[src/rtl/mem_access_stage.sv]
// Memory-access pipeline stage: issues word-aligned data memory requests with
// byte enables over a req/ack handshake, formats load data for writeback and
// flags misaligned, illegal and timed-out accesses.
module mem_access_stage #(
    parameter int unsigned DMEM_TIMEOUT = 16
) (
    input  logic        clk,
    input  logic        rst_n,
    // Execute stage
    input  logic        ex_valid,
    output logic        ex_ready,
    input  logic [31:0] ex_alu_result,
    input  logic [31:0] ex_wdata,
    input  logic [2:0]  ex_funct3,
    input  logic        ex_mem_read,
    input  logic        ex_mem_write,
    input  logic [4:0]  ex_rd,
    input  logic        ex_reg_write,
    // Data memory
    output logic        dmem_req,
    output logic        dmem_we,
    output logic [31:0] dmem_addr,
    output logic [3:0]  dmem_be,
    output logic [31:0] dmem_wdata,
    input  logic        dmem_ack,
    input  logic [31:0] dmem_rdata,
    // Writeback
    output logic        wb_valid,
    output logic [4:0]  wb_rd,
    output logic        wb_reg_write,
    output logic [31:0] wb_data,
    output logic        mem_exc,
    output logic [1:0]  mem_exc_cause
);

    localparam int unsigned XLEN   = 32;
    localparam int unsigned BE_W   = 4;
    localparam int unsigned RD_W   = 5;
    localparam int unsigned CNT_W  = (DMEM_TIMEOUT > 2) ? $clog2(DMEM_TIMEOUT) : 1;

    localparam logic [1:0] CAUSE_NONE    = 2'b00;
    localparam logic [1:0] CAUSE_MISALGN = 2'b01;
    localparam logic [1:0] CAUSE_ILLEGAL = 2'b10;
    localparam logic [1:0] CAUSE_TIMEOUT = 2'b11;

    typedef enum logic [0:0] {
        S_IDLE   = 1'b0,
        S_ACCESS = 1'b1
    } state_t;

    state_t r_state;
    state_t w_state_nxt;

    // Registered outputs and captured instruction fields
    logic             r_dmem_req,     w_dmem_req_nxt;
    logic             r_dmem_we,      w_dmem_we_nxt;
    logic [XLEN-1:0]  r_dmem_addr,    w_dmem_addr_nxt;
    logic [BE_W-1:0]  r_dmem_be,      w_dmem_be_nxt;
    logic [XLEN-1:0]  r_dmem_wdata,   w_dmem_wdata_nxt;
    logic             r_wb_valid,     w_wb_valid_nxt;
    logic [RD_W-1:0]  r_wb_rd,        w_wb_rd_nxt;
    logic             r_wb_reg_write, w_wb_reg_write_nxt;
    logic [XLEN-1:0]  r_wb_data,      w_wb_data_nxt;
    logic             r_mem_exc,      w_mem_exc_nxt;
    logic [1:0]       r_exc_cause,    w_exc_cause_nxt;
    logic [CNT_W-1:0] r_cnt,          w_cnt_nxt;
    logic [2:0]       r_funct3,       w_funct3_nxt;
    logic [1:0]       r_addr_lo,      w_addr_lo_nxt;
    logic [RD_W-1:0]  r_rd,           w_rd_nxt;
    logic             r_reg_write,    w_reg_write_nxt;
    logic             r_is_load,      w_is_load_nxt;

    // Decode results for the instruction presented by execute
    logic             w_is_mem;
    logic             w_illegal;
    logic             w_misaligned;
    logic [BE_W-1:0]  w_be;
    logic [XLEN-1:0]  w_lane_wdata;

    // Load formatting
    logic [7:0]       w_ld_byte;
    logic [15:0]      w_ld_half;
    logic [XLEN-1:0]  w_load_data;
    logic             w_timeout_hit;

    assign ex_ready      = (r_state == S_IDLE);
    assign dmem_req      = r_dmem_req;
    assign dmem_we       = r_dmem_we;
    assign dmem_addr     = r_dmem_addr;
    assign dmem_be       = r_dmem_be;
    assign dmem_wdata    = r_dmem_wdata;
    assign wb_valid      = r_wb_valid;
    assign wb_rd         = r_wb_rd;
    assign wb_reg_write  = r_wb_reg_write;
    assign wb_data       = r_wb_data;
    assign mem_exc       = r_mem_exc;
    assign mem_exc_cause = r_exc_cause;

    assign w_timeout_hit = (r_cnt == CNT_W'(DMEM_TIMEOUT - 1));

    // Classify the incoming instruction and build byte enables / lane data
    always_comb begin
        w_is_mem     = ex_mem_read | ex_mem_write;
        w_illegal    = 1'b0;
        w_misaligned = 1'b0;
        w_be         = 4'b1111;
        w_lane_wdata = ex_wdata;

        if (ex_mem_read && ex_mem_write) begin
            w_illegal = 1'b1;
        end else if (ex_mem_read) begin
            case (ex_funct3)
                3'b011, 3'b110, 3'b111: w_illegal = 1'b1;
                default:                w_illegal = 1'b0;
            endcase
        end else if (ex_mem_write) begin
            w_illegal = (ex_funct3 >= 3'b011);
        end

        case (ex_funct3[1:0])
            2'b00: begin
                w_be         = 4'b0001 << ex_alu_result[1:0];
                w_lane_wdata = {4{ex_wdata[7:0]}};
            end
            2'b01: begin
                w_misaligned = ex_alu_result[0];
                w_be         = 4'b0011 << {ex_alu_result[1], 1'b0};
                w_lane_wdata = {2{ex_wdata[15:0]}};
            end
            2'b10: begin
                w_misaligned = |ex_alu_result[1:0];
            end
            default: begin
                w_misaligned = 1'b0;
            end
        endcase
    end

    // Select the addressed lane of the read word and extend it
    always_comb begin
        case (r_addr_lo)
            2'd0:    w_ld_byte = dmem_rdata[7:0];
            2'd1:    w_ld_byte = dmem_rdata[15:8];
            2'd2:    w_ld_byte = dmem_rdata[23:16];
            default: w_ld_byte = dmem_rdata[31:24];
        endcase
        w_ld_half = r_addr_lo[1] ? dmem_rdata[31:16] : dmem_rdata[15:0];

        case (r_funct3)
            3'b000:  w_load_data = {{24{w_ld_byte[7]}}, w_ld_byte};
            3'b001:  w_load_data = {{16{w_ld_half[15]}}, w_ld_half};
            3'b100:  w_load_data = {24'd0, w_ld_byte};
            3'b101:  w_load_data = {16'd0, w_ld_half};
            default: w_load_data = dmem_rdata;
        endcase
    end

    // Next-state and next-output logic
    always_comb begin
        w_state_nxt        = r_state;
        w_dmem_req_nxt     = r_dmem_req;
        w_dmem_we_nxt      = r_dmem_we;
        w_dmem_addr_nxt    = r_dmem_addr;
        w_dmem_be_nxt      = r_dmem_be;
        w_dmem_wdata_nxt   = r_dmem_wdata;
        w_wb_valid_nxt     = 1'b0;
        w_wb_rd_nxt        = '0;
        w_wb_reg_write_nxt = 1'b0;
        w_wb_data_nxt      = '0;
        w_mem_exc_nxt      = 1'b0;
        w_exc_cause_nxt    = CAUSE_NONE;
        w_cnt_nxt          = r_cnt;
        w_funct3_nxt       = r_funct3;
        w_addr_lo_nxt      = r_addr_lo;
        w_rd_nxt           = r_rd;
        w_reg_write_nxt    = r_reg_write;
        w_is_load_nxt      = r_is_load;

        case (r_state)
            S_IDLE: begin
                if (ex_valid) begin
                    if (!w_is_mem) begin
                        w_wb_valid_nxt     = 1'b1;
                        w_wb_data_nxt      = ex_alu_result;
                        w_wb_rd_nxt        = ex_rd;
                        w_wb_reg_write_nxt = ex_reg_write;
                    end else if (w_illegal || w_misaligned) begin
                        w_wb_valid_nxt  = 1'b1;
                        w_wb_rd_nxt     = ex_rd;
                        w_mem_exc_nxt   = 1'b1;
                        w_exc_cause_nxt = w_illegal ? CAUSE_ILLEGAL : CAUSE_MISALGN;
                    end else begin
                        w_state_nxt      = S_ACCESS;
                        w_dmem_req_nxt   = 1'b1;
                        w_dmem_we_nxt    = ex_mem_write;
                        w_dmem_addr_nxt  = {ex_alu_result[31:2], 2'b00};
                        w_dmem_be_nxt    = w_be;
                        w_dmem_wdata_nxt = ex_mem_write ? w_lane_wdata : '0;
                        w_cnt_nxt        = '0;
                        w_funct3_nxt     = ex_funct3;
                        w_addr_lo_nxt    = ex_alu_result[1:0];
                        w_rd_nxt         = ex_rd;
                        w_reg_write_nxt  = ex_reg_write;
                        w_is_load_nxt    = ex_mem_read;
                    end
                end
            end

            S_ACCESS: begin
                if (dmem_ack || w_timeout_hit) begin
                    // Ack on the terminal cycle takes priority over the timeout
                    w_state_nxt      = S_IDLE;
                    w_dmem_req_nxt   = 1'b0;
                    w_dmem_we_nxt    = 1'b0;
                    w_dmem_addr_nxt  = '0;
                    w_dmem_be_nxt    = '0;
                    w_dmem_wdata_nxt = '0;
                    w_cnt_nxt        = '0;
                    w_wb_valid_nxt   = 1'b1;
                    w_wb_rd_nxt      = r_rd;
                    if (dmem_ack) begin
                        w_wb_reg_write_nxt = r_is_load & r_reg_write;
                        w_wb_data_nxt      = r_is_load ? w_load_data : '0;
                    end else begin
                        w_mem_exc_nxt   = 1'b1;
                        w_exc_cause_nxt = CAUSE_TIMEOUT;
                    end
                end else begin
                    w_cnt_nxt = r_cnt + CNT_W'(1);
                end
            end

            default: begin
                w_state_nxt = S_IDLE;
            end
        endcase
    end

    // State register
    always_ff @(posedge clk or negedge rst_n) begin
        if (!rst_n) begin
            r_state <= S_IDLE;
        end else begin
            r_state <= w_state_nxt;
        end
    end

    // Output, counter and captured-field registers
    always_ff @(posedge clk or negedge rst_n) begin
        if (!rst_n) begin
            r_dmem_req     <= 1'b0;
            r_dmem_we      <= 1'b0;
            r_dmem_addr    <= '0;
            r_dmem_be      <= '0;
            r_dmem_wdata   <= '0;
            r_wb_valid     <= 1'b0;
            r_wb_rd        <= '0;
            r_wb_reg_write <= 1'b0;
            r_wb_data      <= '0;
            r_mem_exc      <= 1'b0;
            r_exc_cause    <= CAUSE_NONE;
            r_cnt          <= '0;
            r_funct3       <= '0;
            r_addr_lo      <= '0;
            r_rd           <= '0;
            r_reg_write    <= 1'b0;
            r_is_load      <= 1'b0;
        end else begin
            r_dmem_req     <= w_dmem_req_nxt;
            r_dmem_we      <= w_dmem_we_nxt;
            r_dmem_addr    <= w_dmem_addr_nxt;
            r_dmem_be      <= w_dmem_be_nxt;
            r_dmem_wdata   <= w_dmem_wdata_nxt;
            r_wb_valid     <= w_wb_valid_nxt;
            r_wb_rd        <= w_wb_rd_nxt;
            r_wb_reg_write <= w_wb_reg_write_nxt;
            r_wb_data      <= w_wb_data_nxt;
            r_mem_exc      <= w_mem_exc_nxt;
            r_exc_cause    <= w_exc_cause_nxt;
            r_cnt          <= w_cnt_nxt;
            r_funct3       <= w_funct3_nxt;
            r_addr_lo      <= w_addr_lo_nxt;
            r_rd           <= w_rd_nxt;
            r_reg_write    <= w_reg_write_nxt;
            r_is_load      <= w_is_load_nxt;
        end
    end

endmodule

[config.mk]
export PLATFORM = sky130hd
export DESIGN_NAME = mem_access_stage
export DESIGN_NICKNAME = d
export VERILOG_FILES = /design/src/rtl/mem_access_stage.sv
export SDC_FILE = /design/constraint.sdc
export NUM_CORES = 1
export LEC_CHECK = 0
export CORE_UTILIZATION = 35
export CTS_CLUSTER_DIAMETER = 100
export DETAILED_ROUTE_END_ITERATION = 10
export PLACE_DENSITY = 0.66
export RECOVER_POWER = 50
export SETUP_SLACK_MARGIN = 0.4
export SLEW_MARGIN = 15
export SYNTH_ARGS = -nofsm -noshare
export SYNTH_HDL_FRONTEND = slang
export SYNTH_SLANG_ARGS = --single-unit
[constraint.sdc]
create_clock -name clk -period 2.5 [get_ports clk]
set_input_delay 0.375 -clock clk [delete_from_list [all_inputs] [get_ports clk]]
set_output_delay 0.375 -clock clk [all_outputs]
set_load 0.1 [all_outputs]
# After elaboration in Yosys (flattened, before gate mapping)
# Index checks and enable logic that the tools add are counted.
# W data, S select, Z words.
# word_totals
memories	0
mem_bits_ro	0
ramBits	0
reg_bits	129
word_cells	129
latch_bits	0
# classes
mux	77
addsub	1
reduce_logical	11
magnitude_cmp	1
multipliers	0
shift	2
eq_ne	15
div_mod_pow	0
bitwise_logic	4
# op_table
operator	count
$mux W32	13
$pmux W32 S2	4
$pmux W32 S4	1
$mux W4	8
$mux W1	27
$pmux W4 S2	3
$pmux W8 S3	1
$mux W5	4
$mux W16	1
$pmux W1 S2	7
$eq A3 B3 Y1 const B	4
$mux W2	6
$pmux W5 S2	1
$reduce_and A4 Y1	2
$add A4 B1 Y4 const B	1
$eq A2 B1 Y1 const B	2
$eq A2 B2 Y1 const B	2
$eq A4 B4 Y1 const B	1
$logic_not A2 Y1	2
$ne A2 B1 Y1 const B	2
$ne A2 B2 Y1 const B	2
$pmux W2 S2	1
$shl A1 B2 Y4 const A	1
$shl A2 B2 Y4 const A	1
12 further kinds	14

# Longest topological paths before layout
# depth
word_depth	10
mapped_depth	9
mapped_depth_nobuf	6

# Worst setup path before layout
# OpenSTA, ideal clock, no wires.
# synth_path
kind	in2reg
startpoint	input ex_funct3[0]
endpoint	register r_addr_lo[1]
stages	7
path_slack_ps	507
arrival_ps	1868
required_time_ps	2375
path_cell_list	ha_1 -> a2111oi_4 -> a22oi_1 -> nor3_2 -> buf_6 -> buf_12 -> mux2_4
# synth_between
elab_chain_len	8
# synth_rtl
item	line_no	rtl
start, declared	14	input logic [2:0] ex_funct3,
$eq A3 B2 Y1 / $eq A3 B3 Y1 (equally long branches)	112	case (ex_funct3)
$reduce_or A3 Y1	112	
$mux W1	112	
$mux W1	111	end else if (ex_mem_read) begin
$mux W1	109	if (ex_mem_read && ex_mem_write) begin
$logic_or A1 B1 Y1 (*)	187	end else if (w_illegal || w_misaligned) begin
$not A1 Y1 (no source line) (*)	n/a	
$reduce_and A4 Y1 (no source line) (*)	n/a	
end signal, assigned	282	r_addr_lo <= w_addr_lo_nxt;
end, declared	68	logic [1:0] r_addr_lo, w_addr_lo_nxt;
# Every way passes the cells marked *; elsewhere a longest branch is shown, timed or not.
# A chain may end at the register's enable or synchronous reset.

# Worst setup path after layout
# layout_path
startpoint	register r_dmem_addr[5], in the netlist dmem_addr[5]
endpoint	output dmem_addr[5]
# layout_rtl
item	line_no	rtl
start, declared	57	logic [XLEN-1:0] r_dmem_addr, w_dmem_addr_nxt;
start signal, assigned	271	r_dmem_addr <= w_dmem_addr_nxt;
end, declared	22	output logic [31:0] dmem_addr,
# No word-level cell between the ends.

==> results.ini <==
[worst_setup_path]
crit_buf_inv = 1
cpLargestDelayFamily = buffers and inverters
critPathMaxFanout = 2
worstSetupStartpointType = register
timing.rr.start = r_cnt[0]
endpoint_kind = output port
cp.arrival_ns = 1.67
crit_chain = clkbuf_1
critPathMaxStageDelay_ns = 0.90
crit_required_ns = 2.12
setup.worst_path.class = register to output port
startpoint = dmem_addr[5]
crit_slowest_cell = clkbuf_1

[power_and_ir_drop]
internal_power_mw = 5.30
peakVddDrop_mv = 0.579
seqPwrFrac = 0.271
netSwitchingPower_mw = 5.45
pwr-share-comb = 0.500
p_sw_frac = 0.507
pwr-share-clk = 0.228
power_leakage_nw = 3.89
powerDensity_nw_per_um2 = 1230

[sta]
clock_skew_ns = 0.00708
slew_viol_final = 0
rsz0062_at_grt = false
setup_slack_ns = 0.454
finalSetupViolCount = 0
max_freq_mhz = 489
min_period_ns = 2.05
setup-tns-final_ns = 0
hold_viol = 0
slew_headroom = 0.191
holdWs_ns = 0.439
tightest_slew_ns = 1.22
period_share = 0.818

[yosys]
netlist.area_leader.share = 0.544
synthCells = 528
synth_compound_area_frac = 0.223
yosys-top-cells-area = dfrtp_1 (54%), o21ai_0 (5.9%), mux2_2 (3.5%)
synth_area_per_cell_um2 = 11.1
yosys_warnings = 0
synthFlopType = dfrtp_1
synth_top_family_by_area = compound AO/OA/AOI/OAI gates
synth_edf_count = 0
ys_types = 46
yosys.area_share.simple = 0.106
yosysTopAreaCell = dfrtp_1
synthXorXnorAreaFrac = 0
synth_mux_area_frac = 0.0759
synth_fa_ha_area_frac = 0.0107
synth.cell_area_um2 = 5840
yosysSeqAreaShare = 0.544
async_flop_share = 1.00
synth_seq_cells = 127

[place]
gp_congestion = 0.890
dpl.cell_count = 964
dpl.hpwl_um = 14900
portBuffers = 221
dp_slack_ns = -0.124

[clock_tree]
clockBufferDepth = 2
clk_latency_ns = 0.42
numClockSinks = 127
tritoncts = yes
cts_root_buffer = clkbuf_16
cts-buffers-inserted = 17
clk_pin_slew_ns = 0.06
htree_num_levels = 4

[route]
drc_errors = 0
drtIter0Drc = 364
ant_nets = 0
vias = 5496
wl_per_cell_um = 20.3
dr.pass1.iters = 5
routed_wl_um = 20300
vias_per_cell = 5.48

[grt]
overflow = 0
grt_usage = 0.242
grt_max_degree = 57
grt_pass1_wl_um = 32100
antenna_found_initial = 1
grt_pass1_vias = 5719

[worst_hold_path]
hold_start = ex_funct3[0]
min_path_type = primary input to register

[finish]
fin_util = 0.545
fillerInstances = 1430
nNetsFinal = 889
layout.cells.non_filler = 1003
layout-drive-gt1-share = 0.214
area_growth_pct = 49.8

[floorplan]
start_util = 0.364
fp.dieW_um = 131
rows = 46
coreArea_um2 = 16100
io_pins = 224
die_area_um2 = 17200
die_h_um = 131

[run_status]
status = complete, no violations

[job]
max-cap-violations = 0

through the flow:
| step | total power [mW] | area (um^2) |
|---|---|---|
| 4_1_cts | 10.9 | 8880 |
| 6_report | 10.7 | 8750 |
| 5_1_grt | 11.2 | 8740 |
| 3_5_place_dp | 8.46 | 8260 |
| 3_3_place_gp | 8.38 | 8260 |
| 2_1_floorplan | 6.93 | 5840 |
layout make-up:
cell class / count / area (um^2) / share of cell area
Tap cell: 216 / 270 / 0.0309
Clock inverter: 13 / 139 / 0.0159
Sequential cell: 127 / 3180 / 0.363
Timing Repair Buffer: 268 / 2210 / 0.253
Clock buffer: 19 / 443 / 0.0506
Multi-Input combinational cell: 354 / 2480 / 0.284
Inverter: 5 / 18.8 / 0.00215
Antenna cell: 1 / 2.50 / 0.000286
power by group through the flow:
stage | logic (mW) | registers (mW) | clock network [mW]
6_report | 5.37 | 2.92 | 2.45
5_1_grt | 5.59 | 2.99 | 2.58
4_1_cts | 5.52 | 2.92 | 2.50
3_3_place_gp | 5.45 | 2.93 | 0
2_1_floorplan | 1.31 | 5.62 | 0
3_5_place_dp | 5.51 | 2.95 | 0
cell usage after synthesis, types with 12 or more instances:
cell type and instances:
mux2i_1 18, nand2b_1 12, clkbuf_1 25, a22o_1 15, a221o_1 16, nand2_1 52
o21ai_0 69, a21oi_1 13, o2bb2ai_1 23, mux2_2 18, nand3_1 35, dfrtp_1 127
state kept, by name, indices dropped and copies added (netlist names), 3 cells and up:
| name | cells |
|---|---|
| dmem_wdata | 32 |
| r_rd | 5 |
| dmem_addr | 30 |
| wb_rd | 5 |
| wb_data | 32 |
| r_funct3 | 3 |
| dmem_be | 4 |
| r_cnt | 4 |
worst reg2reg max path, cell delays in order (launching register included):
cell and delay, ns:
dfrtp_1 0.44, ha_1 0.28, and3_1 0.27, o21a_1 0.33, a21oi_4 0.27, buf_12 0.18, o2bb2ai_1 0.12
timing repair:
item,4_1_cts,5_1_grt
hold buffers,1,0
pin swaps,1,3
hold endpoints to repair,8,0
setup endpoints to repair,59,44
resized for setup,2,8
setup buffers,1,3
cloned,0,1
cell usage in the layout, fill, tap and decap left out, types with 3 or more instances in the layout:
cell type / synthesis / routed
o21ai_0: 69 / 69
mux2i_1: 18 / 18
o21a_1: 4 / 4
mux2_2: 18 / 18
nor2_1: 11 / 11
a221o_1: 16 / 16
o2bb2ai_1: 23 / 23
clkdlybuf4s50_1: 0 / 107
clkinv_2: 0 / 3
and3_1: 5 / 5
nor2b_1: 4 / 4
dfrtp_1: 127 / 127
a32o_1: 9 / 9
nor3b_1: 3 / 3
buf_12: 1 / 9
clkinvlp_4: 0 / 5
ha_1: 5 / 3
mux2_4: 4 / 4
clkbuf_1: 25 / 57
nand3_1: 35 / 35
nand2_1: 52 / 52
nand2b_1: 12 / 12
a22oi_1: 9 / 8
inv_1: 5 / 5
a21oi_1: 13 / 12
a22o_1: 15 / 15
a32oi_1: 6 / 6
buf_4: 3 / 88
clkbuf_16: 0 / 18
per-layer routing:
| layer | vias up | wire length (um) | GRT usage |
|---|---|---|---|
| met1 | 2695 | 8390 | 0.307 |
| met4 | 0 | 577 | 0.105 |
| li1 | 2443 | - | - |
| met2 | 321 | 9500 | 0.381 |
| met5 | - | 0 | 0 |
| met3 | 37 | 1860 | 0.0737 |
kinds of logic (layout without fill, tap and decap cells):
| group | count (synthesis) | in the layout |
|---|---|---|
| DFF | 127 | 127 |
| muxes | 40 | 40 |
| and+or+nand+nor | 129 | 129 |
| buffers and inverters | 48 | 305 |
| other | 1 | 3 |
| adders and majority gates | 5 | 5 |
| AOI/OAI and AO/OA | 178 | 178 |
path summary, 6_finish.rpt:
path	to	slack (ns)	cells past startpoint
max in group asynchronous	mem_exc_cause[0]	0.55	3
max reg2reg	dmem_wdata[11]	0.54	6
min	r_funct3[0]	0.44	3
max	dmem_addr[5]	0.45	1
min in group asynchronous	dmem_addr[14]	0.49	2
min reg2reg	dmem_wdata[30]	0.49	1
No activity file was read; power rests on OpenSTA's default activity.
